$ cat config.mk
export PLATFORM = sky130hd
export DESIGN_NAME = seq_mul_unit
export DESIGN_NICKNAME = d
export VERILOG_FILES = /design/src/rtl/mul_pkg.sv /design/src/rtl/mul_step.sv /design/src/rtl/seq_mul_unit.sv
export SDC_FILE = /design/constraint.sdc
export NUM_CORES = 1
export LEC_CHECK = 0
export ABC_AREA = 1
export CORE_MARGIN = 2
export CORE_UTILIZATION = 35
export CTS_BUF_LIST = sky130_fd_sc_hd__clkbuf_4
export DETAILED_ROUTE_END_ITERATION = 16
export SYNTH_ARGS = -nofsm -noshare
export SYNTH_HDL_FRONTEND = slang
export SYNTH_HIERARCHICAL = 1
export SYNTH_SLANG_ARGS = --single-unit
$ cat constraint.sdc
create_clock -name clk -period 3.4 [get_ports clk]
set_clock_uncertainty 0.2 [all_clocks]
set_input_delay 0.68 -clock clk [delete_from_list [all_inputs] [get_ports clk]]
set_output_delay 0.68 -clock clk [all_outputs]
set_load 0.005 [all_outputs]
$ cat src/rtl/mul_pkg.sv
// Shared types for the sequential multiplier: FSM states and Booth op codes.
package mul_pkg;

  typedef enum logic [1:0] {
    S_IDLE = 2'd0,
    S_CALC = 2'd1,
    S_DONE = 2'd2
  } state_t;

  typedef enum logic [1:0] {
    OP_NOP = 2'd0,
    OP_ADD = 2'd1,
    OP_SUB = 2'd2
  } booth_op_t;

  // Unsigned mode adds when the multiplier bit is set; signed mode uses the
  // Booth radix-2 pair {lo[0], q_m1}.
  function automatic booth_op_t booth_decode(input logic lsb, input logic q_m1,
                                             input logic is_signed);
    booth_op_t op;
    op = OP_NOP;
    if (!is_signed) begin
      if (lsb) op = OP_ADD;
    end else begin
      case ({lsb, q_m1})
        2'b01:   op = OP_ADD;
        2'b10:   op = OP_SUB;
        default: op = OP_NOP;
      endcase
    end
    return op;
  endfunction

endpackage

$ cat src/rtl/mul_step.sv
// One shift-add / Booth iteration on the {hi, lo, q_m1} accumulator.
module mul_step
  import mul_pkg::*;
#(
  parameter int WIDTH = 32
) (
  input  logic [WIDTH:0]   hi,
  input  logic [WIDTH-1:0] lo,
  input  logic             q_m1,
  input  logic [WIDTH-1:0] multiplicand,
  input  logic             is_signed,
  output logic [WIDTH:0]   hi_next,
  output logic [WIDTH-1:0] lo_next,
  output logic             q_next
);

  booth_op_t       op;
  logic [WIDTH:0]  ext;
  logic [WIDTH:0]  sum;
  logic            fill;

  // Add/subtract the extended multiplicand into hi, then shift {hi,lo} right;
  // hi is one bit wider than the operands so neither mode can overflow.
  always_comb begin
    op   = booth_decode(lo[0], q_m1, is_signed);
    ext  = is_signed ? {multiplicand[WIDTH-1], multiplicand} : {1'b0, multiplicand};
    sum  = hi;
    case (op)
      OP_ADD:  sum = hi + ext;
      OP_SUB:  sum = hi - ext;
      default: sum = hi;
    endcase
    fill    = is_signed & sum[WIDTH];
    hi_next = {fill, sum[WIDTH:1]};
    lo_next = {sum[0], lo[WIDTH-1:1]};
    q_next  = lo[0];
  end

endmodule

$ cat src/rtl/seq_mul_unit.sv
// Sequential multiplier: unsigned shift-add or signed Booth radix-2,
// one iteration per cycle, with captured operands and a held product.
module seq_mul_unit
  import mul_pkg::*;
#(
  parameter int WIDTH = 32
) (
  input  logic               clk,
  input  logic               Reset,
  input  logic               Run,
  input  logic               Signed,
  input  logic [WIDTH-1:0]   Multiplicand,
  input  logic [WIDTH-1:0]   Multiplier,
  output logic [2*WIDTH-1:0] Product,
  output logic               Ready,
  output logic               Busy
);

  localparam int CNT_W = $clog2(WIDTH + 1);
  localparam logic [CNT_W-1:0] LAST_ITER = CNT_W'(WIDTH - 1);

  state_t             state;
  state_t             next_state;
  logic [CNT_W-1:0]   cnt;
  logic [WIDTH:0]     hi;
  logic [WIDTH-1:0]   lo;
  logic               q_m1;
  logic [WIDTH-1:0]   mcand_r;
  logic               signed_r;
  logic [WIDTH:0]     hi_next;
  logic [WIDTH-1:0]   lo_next;
  logic               q_next;
  logic               accept;
  logic               last_iter;

  assign accept    = Run && (state == S_IDLE || state == S_DONE);
  assign last_iter = (state == S_CALC) && (cnt == LAST_ITER);
  assign Ready     = (state == S_DONE);
  assign Busy      = (state == S_CALC);

  mul_step #(.WIDTH(WIDTH)) u_step (
    .hi           (hi),
    .lo           (lo),
    .q_m1         (q_m1),
    .multiplicand (mcand_r),
    .is_signed    (signed_r),
    .hi_next      (hi_next),
    .lo_next      (lo_next),
    .q_next       (q_next)
  );

  // State register; reset wins over any pending start.
  always_ff @(posedge clk) begin
    if (Reset) state <= S_IDLE;
    else       state <= next_state;
  end

  // Next-state: start from IDLE/DONE, stay in CALC until the last iteration.
  always_comb begin
    next_state = state;
    case (state)
      S_IDLE:  if (accept) next_state = S_CALC;
      S_CALC:  if (last_iter) next_state = S_DONE;
      S_DONE:  if (accept) next_state = S_CALC;
      default: next_state = S_IDLE;
    endcase
  end

  // Datapath: capture operands on accept, iterate in CALC, publish on the last step.
  always_ff @(posedge clk) begin
    if (Reset) begin
      cnt      <= '0;
      hi       <= '0;
      lo       <= '0;
      q_m1     <= 1'b0;
      mcand_r  <= '0;
      signed_r <= 1'b0;
      Product  <= '0;
    end else if (accept) begin
      cnt      <= '0;
      hi       <= '0;
      lo       <= Multiplier;
      q_m1     <= 1'b0;
      mcand_r  <= Multiplicand;
      signed_r <= Signed;
    end else if (state == S_CALC) begin
      cnt  <= cnt + CNT_W'(1);
      hi   <= hi_next;
      lo   <= lo_next;
      q_m1 <= q_next;
      if (last_iter) Product <= {hi_next[WIDTH-1:0], lo_next};
    end
  end

endmodule

Word-level counts from Yosys, hierarchy flattened
Cells that the tools add are included.
{"block": "totals", "out_inout_bits": 66, "word_cells": 41, "reg_bits": 171, "input_bits": 68}
{"block": "op_classes", "eq_ne": 9, "n_reduce_logical": 9, "n_addsub": 3, "mux": 10, "bitwise": 2}
{"op": "one-hot mux 33 bit (2 select lines)", "n": 1}
{"op": "two-way mux 32 bit", "n": 2}
{"op": "adder 33 bit", "n": 1}
{"op": "two-way mux 33 bit", "n": 1}
{"op": "subtractor 33 bit", "n": 1}
{"op": "one-hot mux 2 bit (2 select lines)", "n": 2}
{"op": "adder 6 x 1 -> 6 bit, second input constant", "n": 1}
{"op": "equality test 2 x 1 -> 1 bit, second input constant", "n": 3}
{"op": "equality test 2 bit, second input constant", "n": 3}
{"op": "equality test 6 x 5 -> 1 bit, second input constant", "n": 1}
{"op": "two-way mux 2 bit", "n": 3}
{"op": "!= test 2 x 1 -> 1 bit, second input constant", "n": 2}
{"op": "OR reduction 2 bit", "n": 2}
{"op": "AND reduction 3 bit", "n": 1}
{"op": "logical AND 1 bit", "n": 2}
{"op": "logical NOT 2 bit", "n": 1}
{"op": "AND reduction 2 bit", "n": 1}
{"op": "nonzero test 2 bit", "n": 1}
{"op": "AND 1 bit", "n": 1}
{"op": "logical OR 1 bit", "n": 1}
{"op": "two-way mux 1 bit", "n": 1}
{"op": "inverter 1 bit", "n": 1}

Logic depth before layout (Yosys ltp)
Gate-level depths: netlist of the first run.
{"block": "logic_depth", "depth_word": 7, "ltp_mapped": 28, "ltp_nobuf": 28}

Hierarchy
Netlist of the first run, hierarchy kept.
{"module": "seq_mul_unit", "area_each_um2": 6652.6, "n_inst": 1, "cells_per_inst": 882}
{"module": "mul_step", "area_each_um2": 3863.7, "n_inst": 1, "cells_per_inst": 738}

Least setup slack after synthesis of the first run
OpenSTA, ideal clock, no wires.
{"block": "synth_timing", "path_kind": "flip-flop to flip-flop", "startpoint": "register signed_r", "endpoint": "register Product[42]", "period_less_slack_ns": 3.224, "n_path_buf": 3, "arrival_ns": 2.911, "slack_ns": 0.176, "required_ns": 3.087, "setup_ns": 0.113, "stages_incl_launch_ff": 26, "path_cell_list": "dfxtp_1 nand2_1 nand2_1 o21ai_0 ha_1 buf_2 inv_1 buf_2 buf_2 nand2_1 xnor2_1 inv_1 ha_1 a21oi_2 nor2_1 nor2_2 nand2_2 nand2_1 nand2_1 or2_1 nand3_1 nand2_1 inv_1 nand3_1 nand2_1 nor2_1"}
{"block": "synth_via", "elab_chain_cells": 3, "word_cells_on_any_way": 4, "classes_between": "eq/ne (2); mux (2)"}
{"item": "start: declaration", "line": "seq_mul_unit.sv:29", "text": "logic signed_r;"}
{"item": "start signal: assignment", "line": "seq_mul_unit.sv:85", "text": "signed_r <= Signed;"}
{"item": "two-way mux 2 bit (*)", "line": "mul_pkg.sv:22", "text": "if (!is_signed) begin"}
{"item": "equality test 2 bit or equality test 2 x 1 -> 1 bit (tied branches)", "line": "mul_step.sv:28", "text": "case (op)"}
{"item": "one-hot mux 33 bit (2 select lines) (*)", "line": "mul_step.sv:28"}
{"item": "net hi_next[10]", "line": "seq_mul_unit.sv:30", "text": "logic [WIDTH:0] hi_next;"}
{"item": "end signal: assignment", "line": "seq_mul_unit.sv:91", "text": "if (last_iter) Product <= {hi_next[WIDTH-1:0], lo_next};"}
{"item": "end: declaration", "line": "seq_mul_unit.sv:14", "text": "output logic [2*WIDTH-1:0] Product,"}
Mark *: on every way through the listed nets, which the timed path passes. The rest lies on a longest branch.
A chain may end at the register's enable or synchronous reset.

Worst setup path after layout of the first run
{"block": "layout_timing", "startpoint": "register q_m1", "endpoint": "register Product[55]"}
{"block": "layout_via", "elab_chain_cells": 5, "word_cells_on_any_way": 7, "classes_between": "eq/ne (4); mux (3)"}
{"item": "start: declaration", "line": "seq_mul_unit.sv:27", "text": "logic q_m1;"}
{"item": "start signal: assignment", "line": "seq_mul_unit.sv:90", "text": "q_m1 <= q_next;"}
{"item": "equality test 2 bit or equality test 2 x 1 -> 1 bit (tied branches)", "line": "mul_pkg.sv:25", "text": "case ({lsb, q_m1})"}
{"item": "one-hot mux 2 bit (2 select lines) (*)", "line": "mul_pkg.sv:25"}
{"item": "two-way mux 2 bit (*)", "line": "mul_pkg.sv:22"}
{"item": "equality test 2 bit or equality test 2 x 1 -> 1 bit (tied branches)", "line": "mul_step.sv:28"}
{"item": "one-hot mux 33 bit (2 select lines) (*)", "line": "mul_step.sv:28"}
{"item": "net hi_next[23]", "line": "seq_mul_unit.sv:30"}
Marks and branches as above.

==> results of run 1 <==
[power groups by stage]
stage	logic (W)	clock network [W]	registers (W)
after global routing	0.00184	0.00128	0.00222
after floorplan	0.000909	0	0.00220
final	0.00168	0.00117	0.00220
after detailed placement	0.00133	0	0.00223
after CTS	0.00137	0.00121	0.00219
after global placement	0.00132	0	0.00223
[layer usage]
metal	vias to the layer above	share of wire, %
met5	-	0
met4	0	1.2
met3	28	6.0
met2	300	46
met1	4950	47
li1	5468	-
[registers in the layout, summed over array words and instances, names as in the netlist]
name and flops:
cnt 6, q_m1 1, signed_r 1, Product 64, lo 32, state 2, mcand_r 32, hi 33
[critical path, stage by stage (launching register included)]
cell	delay, ns
dfxtp_2	0.39
nand2_1	0.08
nand2_2	0.09
o21ai_4	0.07
ha_4	0.20
clkbuf_16	0.16
a21oi_2	0.22
xor2_2	0.30
ha_2	0.41
nand2_1	0.08
nand2_1	0.08
a21oi_2	0.19
nand2_2	0.12
a21oi_4	0.17
xor2_1	0.19
nand2_1	0.07
nand2_1	0.07
inv_1	0.05
nand3_1	0.07
nand2_1	0.05
nor2_1	0.09
[path summary, 6_finish.rpt]
kind / end / slack [ns] / depth (start not counted)
setup / recovery: Product[55] / 0.01 / 20
hold / removal: hi[32] / 0.29 / 2
setup reg to reg: Product[55] / 0.01 / 20
hold reg to reg: hi[32] / 0.29 / 2
[per-stage QoR]
stage          setup WS [ns]  util (%)  power, W
6_report             0.01085     47.07  0.005051
3_5_place_dp         -0.1469     41.83  0.003561
2_1_floorplan         0.1761         -  0.003105
4_1_cts             -0.01551     43.26  0.004773
3_3_place_gp         -0.1599     41.83  0.003551
5_1_grt              -0.1499     47.07  0.005334
[logic make-up (layout without fill, tap and decap cells)]
family | count (synthesis) | after routing | share of synthesized area [%]
AND/OR/NAND/NOR | 856 | 856 | 34.97
AO/OA/AOI/OAI | 283 | 283 | 14.41
XOR/XNOR | 34 | 34 | 2.832
flip-flops | 171 | 171 | 32.55
buffers and inverters | 240 | 409 | 10.89
other | 0 | 1 | 0
adder cells (fa/ha/maj) | 36 | 36 | 4.355
[final cells by class]
class / count / area, um^2
multi-input cells: 1209 / 7018
diodes: 1 / 2.502
repair buffers: 246 / 2240
flip-flops and latches: 171 / 3436
inverters: 131 / 499.2
fillers: 3071 / 15690
clock inverters: 13 / 126.4
clock buffers: 19 / 142.6
well taps: 390 / 488.0
[cell usage in the layout, fill, tap and decap left out, types with 4 or more instances in the layout]
cell and instances:
o21ai_0 133, inv_1 106, nor2_1 253, nand3_1 64, nor2_4 15, nand2_1 335, ha_4 24, or2_2 7
nand3b_1 41, nand2_2 51, a21oi_2 38, o21ai_2 9, dfxtp_1 161, clkdlybuf4s50_1 133, inv_6 6, o21ai_4 4
a21oi_4 6, ha_1 8, a21oi_1 70, xor2_2 5, nor3_1 8, nor2_2 34, nand2_4 9, buf_4 106
clkbuf_4 19, o21ai_1 11, nand4_1 12, inv_2 22, dfxtp_2 10, xnor2_1 9, nand3_2 10, xor2_1 15
[timing repair]
action,4_1_cts,5_1_grt
cloned,0,2
gates resized for setup,36,242
endpoints found under the setup margin,19,51
buffers inserted,1,20
pin swaps,8,49
==> impl_summary.log, run 1 <==
[metrics] maximum clock frequency: ~300 MHz
[metrics] global-route wire length before repair: between 50000 and 60000 um
[metrics] run status: completed
[metrics] number of enable flip-flop cells after synthesis: 0
[metrics] width of the die: roughly 180 um
[metrics] dominant register cell in the synthesized netlist: dfxtp_1
[metrics] Net Count, Synth: around 1700
[metrics] Crit. Startpoint: q_m1
[metrics] unrepaired setup endpoints after global routing: yes
[metrics] residual antenna-violating net count after detailed routing: 0
[metrics] post-placement cell count: approximately 2100
[metrics] sequential element share of the synthesized area: roughly 33%
[metrics] CTS Buffer Depth: 2
[metrics] clock transition time at the flip-flop clock pins of the worst setup and hold paths: approximately 0.17 ns
[metrics] placed cell areas: between 10000 and 15000 um^2
[metrics] final routed DRC violation total: 0
[metrics] register bit total from synthesis: about 170
[metrics] final weighted congestion in routability-driven placement: about 0.96
[metrics] syn avg cell area: between 6 and 7 um^2
[metrics] num rows: 63
[metrics] area share of the leading cell type in the synthesized netlist: about a third
[metrics] leakage dissipation: a little under 6 nW
[metrics] power density cells: about 360 nW/um^2
[metrics] required time worst endpoint: 3.77 ns
[metrics] cell count after synthesis: about 1600
[metrics] number of distinct standard cells referenced by the synthesized netlist: 41
[metrics] Total Negative Setup Slacks: 0 ns
[metrics] layer with the highest usage: met2
[metrics] TritonCTS Sinks: approximately 170
[metrics] routing usage on met2: 33.25%
[metrics] initial antenna violation count: 1
[metrics] Initial Utilization: 35.48%
[metrics] final setup violating endpoints: 0
[metrics] most common cell in the synthesized netlist: nand2_1
[metrics] share of total power in combinational logic: about a third
[metrics] startpoint of the lowest-slack register-to-register path: q_m1
[metrics] growth of design area from synthesis to finish: 32.67%
[metrics] total internal power: about 0.0032 W
[metrics] Async SR Flop Fraction: 0%
[metrics] top area cells in the synthesized netlist: dfxtp_1 33%, nand2_1 14%, nor2_1 10%
[metrics] worst path arrival time: roughly 3.8 ns
[metrics] Num CTS Buffers: 17
[metrics] number of hold violations in the final report: 0
[metrics] Clk Latency, worst-skew pair: about 0.62 ns
[metrics] cell type with the largest total area after synthesis: dfxtp_1
[metrics] headroom to the max-slew limit: roughly 55%
[metrics] total number of vias: roughly 11000
[metrics] proportion of layout cells with a drive suffix above 1: 23.25%
[metrics] slew at the pin closest to its max-slew limit: 0.6788 ns
[metrics] number of top-level design ports: approximately 130
[metrics] clock tree from TritonCTS: yes
[metrics] source of the worst hold timing path: hi[32]
[metrics] grt total ovfl: 0
[metrics] Die Area: 31450 um^2
[metrics] CTS HTree Levels: 4
[metrics] cell types with the highest counts after synthesis: 380 x nand2_1, 286 x nor2_1, 171 x dfxtp_1, 150 x o21ai_0, 128 x inv_1
[metrics] count of port buffers added during placement: roughly 130
[metrics] Pins Over Slew Limit: 0
[metrics] cell area after technology mapping: about 11000 um^2
[metrics] placeable core region: 29640 um^2
[metrics] number of DRC violations after detailed-routing iteration 0: 675
[metrics] Max Cap Viol: 0
[metrics] final critical-path required period: between 3 and 4 ns
[metrics] net count of the finished layout: 1880
[metrics] grt met1 use: between 20% and 30%
[metrics] # hold bufs at CTS: 0
[metrics] Clock Power Share: between 20 and 25%
[metrics] Global Route Usage Sum: ~21%
[metrics] number of warning messages in the yosys log: 6
[metrics] relative contribution of sequential cells to total power: between 40% and 50%
[metrics] routed length per placed instance: 15.23 um
[metrics] Post-Layout Inst Area: 13950 um^2
[metrics] number of global-route vias before repair: around 9900
[metrics] height of the die: between 150 and 200 um
[metrics] Hold WS: approximately 0.29 ns
[metrics] power dissipated by switching net loads: around 0.0019 W
[metrics] CTS root buf: clkbuf_4
[metrics] sort of element at the start of the critical path: flop
[metrics] Peak supply drop: 0.1827 mV
[metrics] met3 Track Usage GR: under 10%
[metrics] HPWL after detailed placement: between 20000 and 25000 um
[metrics] 1st-pass router iterations: 5
[metrics] routed wire length: between 30000 and 40000 um
[metrics] type of the worst min-delay path: flop to flop
[metrics] share of total power consumed by net switching: between 30% and 40%
[metrics] portion of the clock cycle consumed by the worst path in the final layout: 99.68%
[metrics] final instance count without filler cells: 2180
[metrics] category of the most critical setup path: flop to flop
[metrics] maximum number of pins on one net before global-route repair: 56
[metrics] critical path endpoint category: flop
[metrics] routed vias/inst: 4.929
[metrics] critical path fanouts, max: 6
Note: power is estimated with default switching activity, not from simulation.
==> inputs of run 2 (changes only) <==
--- a/config.mk
+++ b/config.mk
@@ -10,6 +10,7 @@
 export CORE_UTILIZATION = 35
 export CTS_BUF_LIST = sky130_fd_sc_hd__clkbuf_4
 export DETAILED_ROUTE_END_ITERATION = 16
+export SKIP_CTS_REPAIR_TIMING = 1
 export SYNTH_ARGS = -nofsm -noshare
 export SYNTH_HDL_FRONTEND = slang
 export SYNTH_HIERARCHICAL = 1
==> impl_summary.log, run 2 (synthesis results as in run 1) <==
[metrics] required time worst endpoint: about 3.8 ns
[metrics] Initial Utilization: between 30 and 40%
[metrics] unrepaired setup endpoints after global routing: yes
[metrics] CTS root buf: clkbuf_4
[metrics] final routed DRC violation total: 0
[metrics] placeable core region: about 30000 um^2
[metrics] maximum number of pins on one net before global-route repair: 56
[metrics] growth of design area from synthesis to finish: 34.04%
[metrics] final setup violating endpoints: 5
[metrics] Filler Cell Count: 3054
[metrics] headroom to the max-slew limit: around 56%
[metrics] run status: finished with violations
[metrics] Die Area: 31450 um^2
[metrics] critical path endpoint category: flop
[metrics] Global Route Usage Sum: 20.61%
[metrics] power density cells: between 300 and 400 nW/um^2
[metrics] most flop-heavy register: Product
[metrics] total number of vias: approximately 11000
[metrics] height of the die: approximately 180 um
[metrics] worst slack, placed: -0.1469 ns
[metrics] slew at the pin closest to its max-slew limit: around 0.66 ns
[metrics] CTS Buffer Depth: 2
[metrics] count of port buffers added during placement: roughly 130
[metrics] Pins Over Slew Limit: 0
[metrics] grt total ovfl: 0
[metrics] width of the die: 177.3 um
[metrics] Final WS setup: -0.02571 ns
[metrics] number of global-route vias before repair: around 9800
[metrics] net count of the finished layout: around 1900
[metrics] Clk Latency, worst-skew pair: 0.62 ns
[metrics] CTS HTree Levels: 4
[metrics] proportion of layout cells with a drive suffix above 1: around a quarter
[metrics] violated checks: negative setup slack
[metrics] biggest regs: Product: 64 flops, hi: 33 flops
[metrics] routed length per placed instance: 15.22 um
[metrics] worst path arrival time: roughly 3.8 ns
[metrics] Num CTS Buffers: 17
[metrics] number of DRC violations after detailed-routing iteration 0: approximately 660
[metrics] critical path fanouts, max: 4
[metrics] number of hold violations in the final report: 0
[metrics] maximum clock frequency: 291.9 MHz
[metrics] category of the most critical setup path: flop to flop
[metrics] Max Cap Viol: 0
[metrics] residual antenna-violating net count after detailed routing: 0
[metrics] routed wire length: ~33000 um
[metrics] clock tree from TritonCTS: yes
[metrics] Crit. Startpoint: mcand_r[1]
[metrics] number of flip-flops under the largest register name: 64
[metrics] startpoint of the lowest-slack register-to-register path: mcand_r[1]
[metrics] initial antenna violation count: 1
[metrics] most common cell after layout, fill and taps aside: nand2_1
[metrics] sort of element at the start of the critical path: flop
[metrics] post-placement cell count: 2124
[metrics] leakage dissipation: approximately 5.9 nW
[metrics] clock transition time at the flip-flop clock pins of the worst setup and hold paths: about 0.17 ns
[metrics] num rows: between 60 and 70
[metrics] leading cell types in the layout, fill and taps excluded: 337 x nand2_1, 251 x nor2_1, 160 x dfxtp_1
[metrics] portion of the clock cycle consumed by the worst path in the final layout: 100.8%
[metrics] source of the worst hold timing path: hi[32]
[metrics] global-route wire length before repair: between 50000 and 60000 um
[metrics] routed vias/inst: ~4.9
[metrics] TritonCTS Sinks: 171
[metrics] final weighted congestion in routability-driven placement: between 0.9 and 1
[metrics] final instance count without filler cells: approximately 2200
[metrics] 1st-pass router iterations: 5
[metrics] final critical-path required period: about 3.4 ns
[metrics] type of the worst min-delay path: flop to flop
[metrics] Peak supply drop: roughly 0.18 mV
[metrics] number of top-level design ports: about 130
[metrics] HPWL after detailed placement: approximately 24000 um
run 2: cell types whose count changed in the layout (fill, tap and decap cells not counted), sizes merged:
| cell | before | now |
|---|---|---|
| buf | 112 | 117 |
| clkbuf | 20 | 19 |
run 2: final cells by class:
| class | count | area, um^2 | share of cell area [%] |
|---|---|---|---|
| clock buffers | 19 | 142.6 | 1.012 |
| multi-input cells | 1209 | 7127 | 50.56 |
| flip-flops and latches | 171 | 3442 | 24.42 |
| well taps | 390 | 488.0 | 3.462 |
| inverters | 131 | 494.2 | 3.506 |
| clock inverters | 13 | 126.4 | 0.8965 |
| repair buffers | 250 | 2273 | 16.13 |
| diodes | 1 | 2.502 | 0.01775 |
run 2: routing by layer:
layer	vias to the layer above	global-route usage [%]	share of wire (%)
met5	-	0	0
met4	0	4.372	1.5
met3	37	3.985	5.8
met2	278	33.04	46
met1	4897	28.69	47
li1	5470	-	-
run 2: worst max-delay path, stage by stage, from the launching register on:
cell and delay (ns):
dfxtp_2 0.35, inv_2 0.07, ha_4 0.15, nand3_4 0.08, nor2_4 0.12, nand2_2 0.08, nor2_4 0.13, nand3_2 0.09
nand2_2 0.10, buf_6 0.11, o21ai_4 0.07, o21ai_2 0.15, nand2_2 0.12, ha_4 0.36, nand2_4 0.09, buf_6 0.12
nor2_4 0.10, inv_1 0.06, o21ai_1 0.16, nor2_1 0.08, nand3b_1 0.09, nand3_2 0.10, nand2_2 0.10, inv_2 0.04
nand3_1 0.07, nand2_1 0.05, nor2_1 0.12
run 2: through the flow:
stage          util, %  hold slack (ns)  cell area (um^2)  TNS (ns)  power, W
6_report         47.56           0.2901             14100  -0.07396  0.005079
5_1_grt          47.56           0.3070             14100    -4.907  0.005370
4_1_cts          42.74           0.2904             12670    -1.397  0.004738
3_5_place_dp     41.83           0.2689             12400    -1.108  0.003561
3_3_place_gp     41.83           0.2646             12400   -0.7450  0.003551
2_1_floorplan        -           0.2550             10520         0  0.003105
run 2: worst paths after layout:
kind / end / slack, ns / cells after the start
worst max-delay path: Product[57] / -0.03 / 26
worst min-delay path: hi[32] / 0.29 / 2
worst max register to register: Product[57] / -0.03 / 26
worst min register to register: hi[32] / 0.29 / 2
run 2: report_power, final:
group	internal, W	switching, W
registers	0.00210	0.000100
logic	0.000726	0.000982
clock network	0.000337	0.000834
==> variant 1 (settings of run 2) <==
Make the reset (`Reset`) asynchronous in 2 clocked blocks.
--- a/src/rtl/seq_mul_unit.sv
+++ b/src/rtl/seq_mul_unit.sv
@@ -52,3 +52,3 @@
   // State register; reset wins over any pending start.
-  always_ff @(posedge clk) begin
+  always_ff @(posedge clk or posedge Reset) begin
     if (Reset) state <= S_IDLE;
@@ -69,3 +69,3 @@
   // Datapath: capture operands on accept, iterate in CALC, publish on the last step.
-  always_ff @(posedge clk) begin
+  always_ff @(posedge clk or posedge Reset) begin
     if (Reset) begin
Formal check against the unedited RTL: differs if Reset is asserted again (counterexample within 4 cycles, from zero or initial values and one cycle with Reset high); with Reset held inactive, the same outputs for 10 cycles.
==> variant 1 against run 2 <==
  * First-iteration DRC count rose by 1.1%
  * Utilization is 1.7 points lower
  * Critical path depth decreased by 3
  * Synthesized cell count is 6.1% lower
  * Setup slack gained 17 ps
  * Final area decreased by 1.3%
  * Count of clock-buffer cells in the layout down 1
  * Area after synthesis rose by 2.0%
  * The flow still finishes with violations (setup timing)
  * Wire length shrank 4.2%
  * Sequential cell count unchanged
  * Die area rose by 1.9%
Power is left out: it rests on default switching activity, and per cell area and clock period it moved more than threefold.
==> variant 1: results <==
group,metric,value,unit
outcome,status,"finished with violations",
outcome,violations,"setup timing",
synthesis,synth_nets,1625,
placed_design,gp_congestion,0.8863,
layout,drive_gt1_frac,0.1964,
min_path,min_path_type,"in2async",
critical_path,crit_fanout,5,
placed_design,hpwl,23.30,mm
layout,nets,1802,
synthesis,synth_common_cells,"683 x nand2_1, 171 x dfrtp_1, 141 x nand3_1",
global_route,grt_pass1_vias,9509,
sta,worst_slew_pin_slew,769.6,ps
synthesis,ys_types,39,
synthesis,ys_seq_area_frac,0.3991,
detailed_routing,drtIter0Drc,663,
cts,clkTransAtPathRegs,150,ps
placed_design,dp.cells,2062,
placed_design,dp_slack,-127.4,ps
synthesis,async_reset_ff_frac,1.000,
sta,finalWorstSetupSlack,-8.245,ps
detailed_routing,wl_per_cell,15.11,um
sta,fin_tns_setup,-8.245,ps
critical_path,arrival,3700,ps
sta,final-setup-viol-count,1,
critical_path,ff2ff_path_depth,23,
global_route,grt_pass1_wl,50.26,mm
critical_path,crit_end,"Product[63]$_DFFE_PP0P_",
synthesis,synth_cells,1521,
-- variant 1: metrics by stage --
step,area [um^2],utilization,hold WS (ps)
after floorplan,10730,-,241.9
after global placement,12770,0.4209,252.7
after detailed placement,12770,0.4209,258.5
after CTS,13080,0.4309,124.8
after global routing,13920,0.4586,142.6
final,13920,0.4586,161.3
-- variant 1: worst min path at each step --
stage                                    endpoint  slack, ps  cells after the start                    start
after floorplan                hi[32]$_DFFE_PP0P_        240                      2       hi[32]$_DFFE_PP0P_
after global placement    Product[46]$_DFFE_PP0P_        250                      2  Product[46]$_DFFE_PP0P_
after detailed placement  Product[19]$_DFFE_PP0P_        260                      2  Product[19]$_DFFE_PP0P_
after CTS                  mcand_r[7]$_DFFE_PP0P_        120                      2                    Reset
after global routing      Product[34]$_DFFE_PP0P_        140                      2                    Reset
final                      mcand_r[7]$_DFFE_PP0P_        160                      2                    Reset
-- variant 1: cell type report --
| class | instances | area [um^2] |
|---|---|---|
| Inverter | 97 | 370.4 |
| Timing Repair Buffer | 248 | 2252 |
| Tap cell | 396 | 495.5 |
| Sequential cell | 171 | 4282 |
| Clock inverter | 14 | 168.9 |
| Fill cell | 3066 | 16430 |
| Clock buffer | 18 | 135.1 |
| Multi-Input combinational cell | 1163 | 6213 |
| Antenna cell | 1 | 2.502 |
-- variant 1: cell families (layout without fill, tap and decap cells) --
family          after synthesis  count (layout)  share of synthesized area
simple gates               1000            1000                     0.3901
buf+inv                     187             377                    0.09056
flops                       171             171                     0.3991
compound gates               92              92                    0.04890
fa+ha+maj                    36              36                    0.04271
xor+xnor                     35              35                    0.02859
other cells                   0               1                          0
-- variant 1: worst max-delay path, stage by stage (launching register included) --
cell and delay, ps:
dfrtp_1 440, inv_2 110, nand3_2 130, nor2_4 150, nand3_2 120, nor2_4 140
a31oi_1 110, xnor2_1 140, buf_4 150, ha_2 380, nand2_1 130, inv_1 110
buf_4 110, nand2_1 120, nor3_2 210, nand2_1 80, nand2_1 60, a21oi_1 40
nand2_1 80, nand3_2 60, nand2_2 100, inv_2 40, nand3_1 70, nand2_1 60
-- variant 1: routing by layer --
| metal | share of wire | vias up | track usage | wire length (um) |
|---|---|---|---|---|
| li1 | - | 5122 | - | - |
| met1 | 0.48 | 4768 | 0.2904 | 15320 |
| met2 | 0.46 | 218 | 0.3186 | 14790 |
| met3 | 0.046 | 19 | 0.02757 | 1454 |
| met4 | 0.0090 | 0 | 0.04370 | 286 |
| met5 | 0 | - | 0 | 0 |
==> variant 2 (config.mk and constraints of run 2) <==
Made on the original files. `WIDTH` is set to 32 in 2 places; all go to 16.
--- a/src/rtl/mul_step.sv
+++ b/src/rtl/mul_step.sv
@@ -4,3 +4,3 @@
 #(
-  parameter int WIDTH = 32
+  parameter int WIDTH = 16
 ) (
--- a/src/rtl/seq_mul_unit.sv
+++ b/src/rtl/seq_mul_unit.sv
@@ -5,3 +5,3 @@
 #(
-  parameter int WIDTH = 32
+  parameter int WIDTH = 16
 ) (
Interface: changed (resized Multiplicand, Multiplier and Product); port bits go from 134 to 70. No check against the original RTL was run, so the function may have changed too.
==> variant 2 against run 2 <==
  * Utilization decreased by 5.4 points
  * Power decreased by 55%
  * Sequential cell count decreased by 81
  * Final area decreased by 56%
  * Fmax increased by 8.3%
  * Wire length decreased by 60%
  * Area after synthesis decreased by 50%
  * Setup slack improved by 260 ps
  * Critical endpoint is now Product[25]$_SDFFE_PP0P_
  * Largest cell class unchanged
==> variant 2: results <==
group,metric,value,unit
placed_design,gp_congestion,0.8853,
power_and_ir_drop,comb_power_share,0.270,
synthesis,synth_nets,853,
power_and_ir_drop,irDropWorstVdd,0.1603,mV
global_route,grt_max_degree,34,
layout,drive_gt1_frac,0.07592,
synthesis,synth_common_cells,"199 x nand2_1, 103 x nor2_1, 90 x dfxtp_1",
placed_design,hpwl,9.426,mm
cts,clkTransAtPathRegs,150,ps
power_and_ir_drop,p_clk_frac,0.233,
detailed_routing,drtIter0Drc,270,
layout,top_regs,"Product x32, hi x17",
global_route,grt_pass1_wl,22.06,mm
synthesis,ys_types,40,
cts,cts_made_buffers,9,
cts,clockRootBuffer,"clkbuf_4",
cts,clockBufferDepth,2,
sta,worst_slew_pin_slew,983.8,ps
detailed_routing,route.vias.total,4824,
critical_path,slowest_delay,410,ps
synthesis,synth-xor-area-share,0.02827,
power_and_ir_drop,p_sw,0.0007952,W
power_and_ir_drop,power_leakage,2.705,nW
synthesis,synth_area_leaders,"dfxtp_1 34%, nand2_1 14%, nor2_1 7.3%",
detailed_routing,finalWirelength,13.30,mm
critical_path,crit_fanout,5,
synthesis,ys_seq_area_frac,0.3421,
synthesis,async_reset_ff_frac,0,
synthesis,synth-compound-area-share,0.1219,
detailed_routing,detail_route.first_pass.iterations,4,
critical_path,arrival,3380,ps
critical_path,crit_slowest_cell,"dfxtp_1",
synthesis,yosys_warnings,6,
layout,nets,895,
global_route,grt_usage,0.1696,
cts,insertion_delay,470,ps
outcome,status,"finished, final reports clean",
cts,htreeDepth,3,
synthesis,yosys.area_share.adder,0.05132,
placed_design,port_buffers,69,
global_route,grt_pass1_vias,4646,
variant 2: cell types whose count changed after synthesis, sizes merged, moves of 10 or more:
cell / change
a21oi: -40
buf: -42
clkbuf: -11
dfxtp: -81
ha: -15
inv: -50
nand2: -190
nand3b: -25
nor2: -196
o21ai: -126
xor2: -10
variant 2: metrics by stage:
stage	instance area (um^2)	power [W]	std cells	setup WS (ps)
after floorplan	5266	0.001621	796	429.2
after global placement	6015	0.001767	1009	223.2
after detailed placement	6015	0.001769	1009	213.0
after CTS	6122	0.002308	1025	178.0
after global routing	6177	0.002453	1028	-9.059
final	6177	0.002295	1028	237.4
variant 2: logic make-up (layout without fill, tap and decap cells):
family / count (synthesis) / count (layout)
xor gates and xnor gates: 17 / 17
buffers and inverters: 137 / 184
AOI/OAI and AO/OA: 117 / 117
and+or+nand+nor: 414 / 414
adders and majority gates: 21 / 21
other: 0 / 1
DFF: 90 / 90
variant 2: path summary, 6_finish.rpt:
path | startpoint | end | slack (ps)
min | Product[26]$_SDFFE_PP0P_ | Product[26]$_SDFFE_PP0P_ | 270
max | signed_r$_SDFFE_PP0P_ | Product[25]$_SDFFE_PP0P_ | 240
min reg2reg | Product[26]$_SDFFE_PP0P_ | Product[26]$_SDFFE_PP0P_ | 270
max reg2reg | signed_r$_SDFFE_PP0P_ | Product[25]$_SDFFE_PP0P_ | 240
variant 2: final cells by class:
class                   instances  area, um^2
diodes                          1       2.502
clock buffers                  10       75.07
clock inverters                 6       32.53
fillers                      1625        8467
inverters                      81       304.0
multi-input cells             569        2880
flip-flops and latches         90        1802
well taps                     184       230.2
repair buffers                 87       850.8
variant 2: metal layers:
layer	vias to the layer above	routed length (um)	track usage
met5	-	0	0
met4	0	136	0.05171
met3	8	402	0.03079
met2	65	6136	0.2893
met1	2150	6621	0.2189
li1	2601	-	-
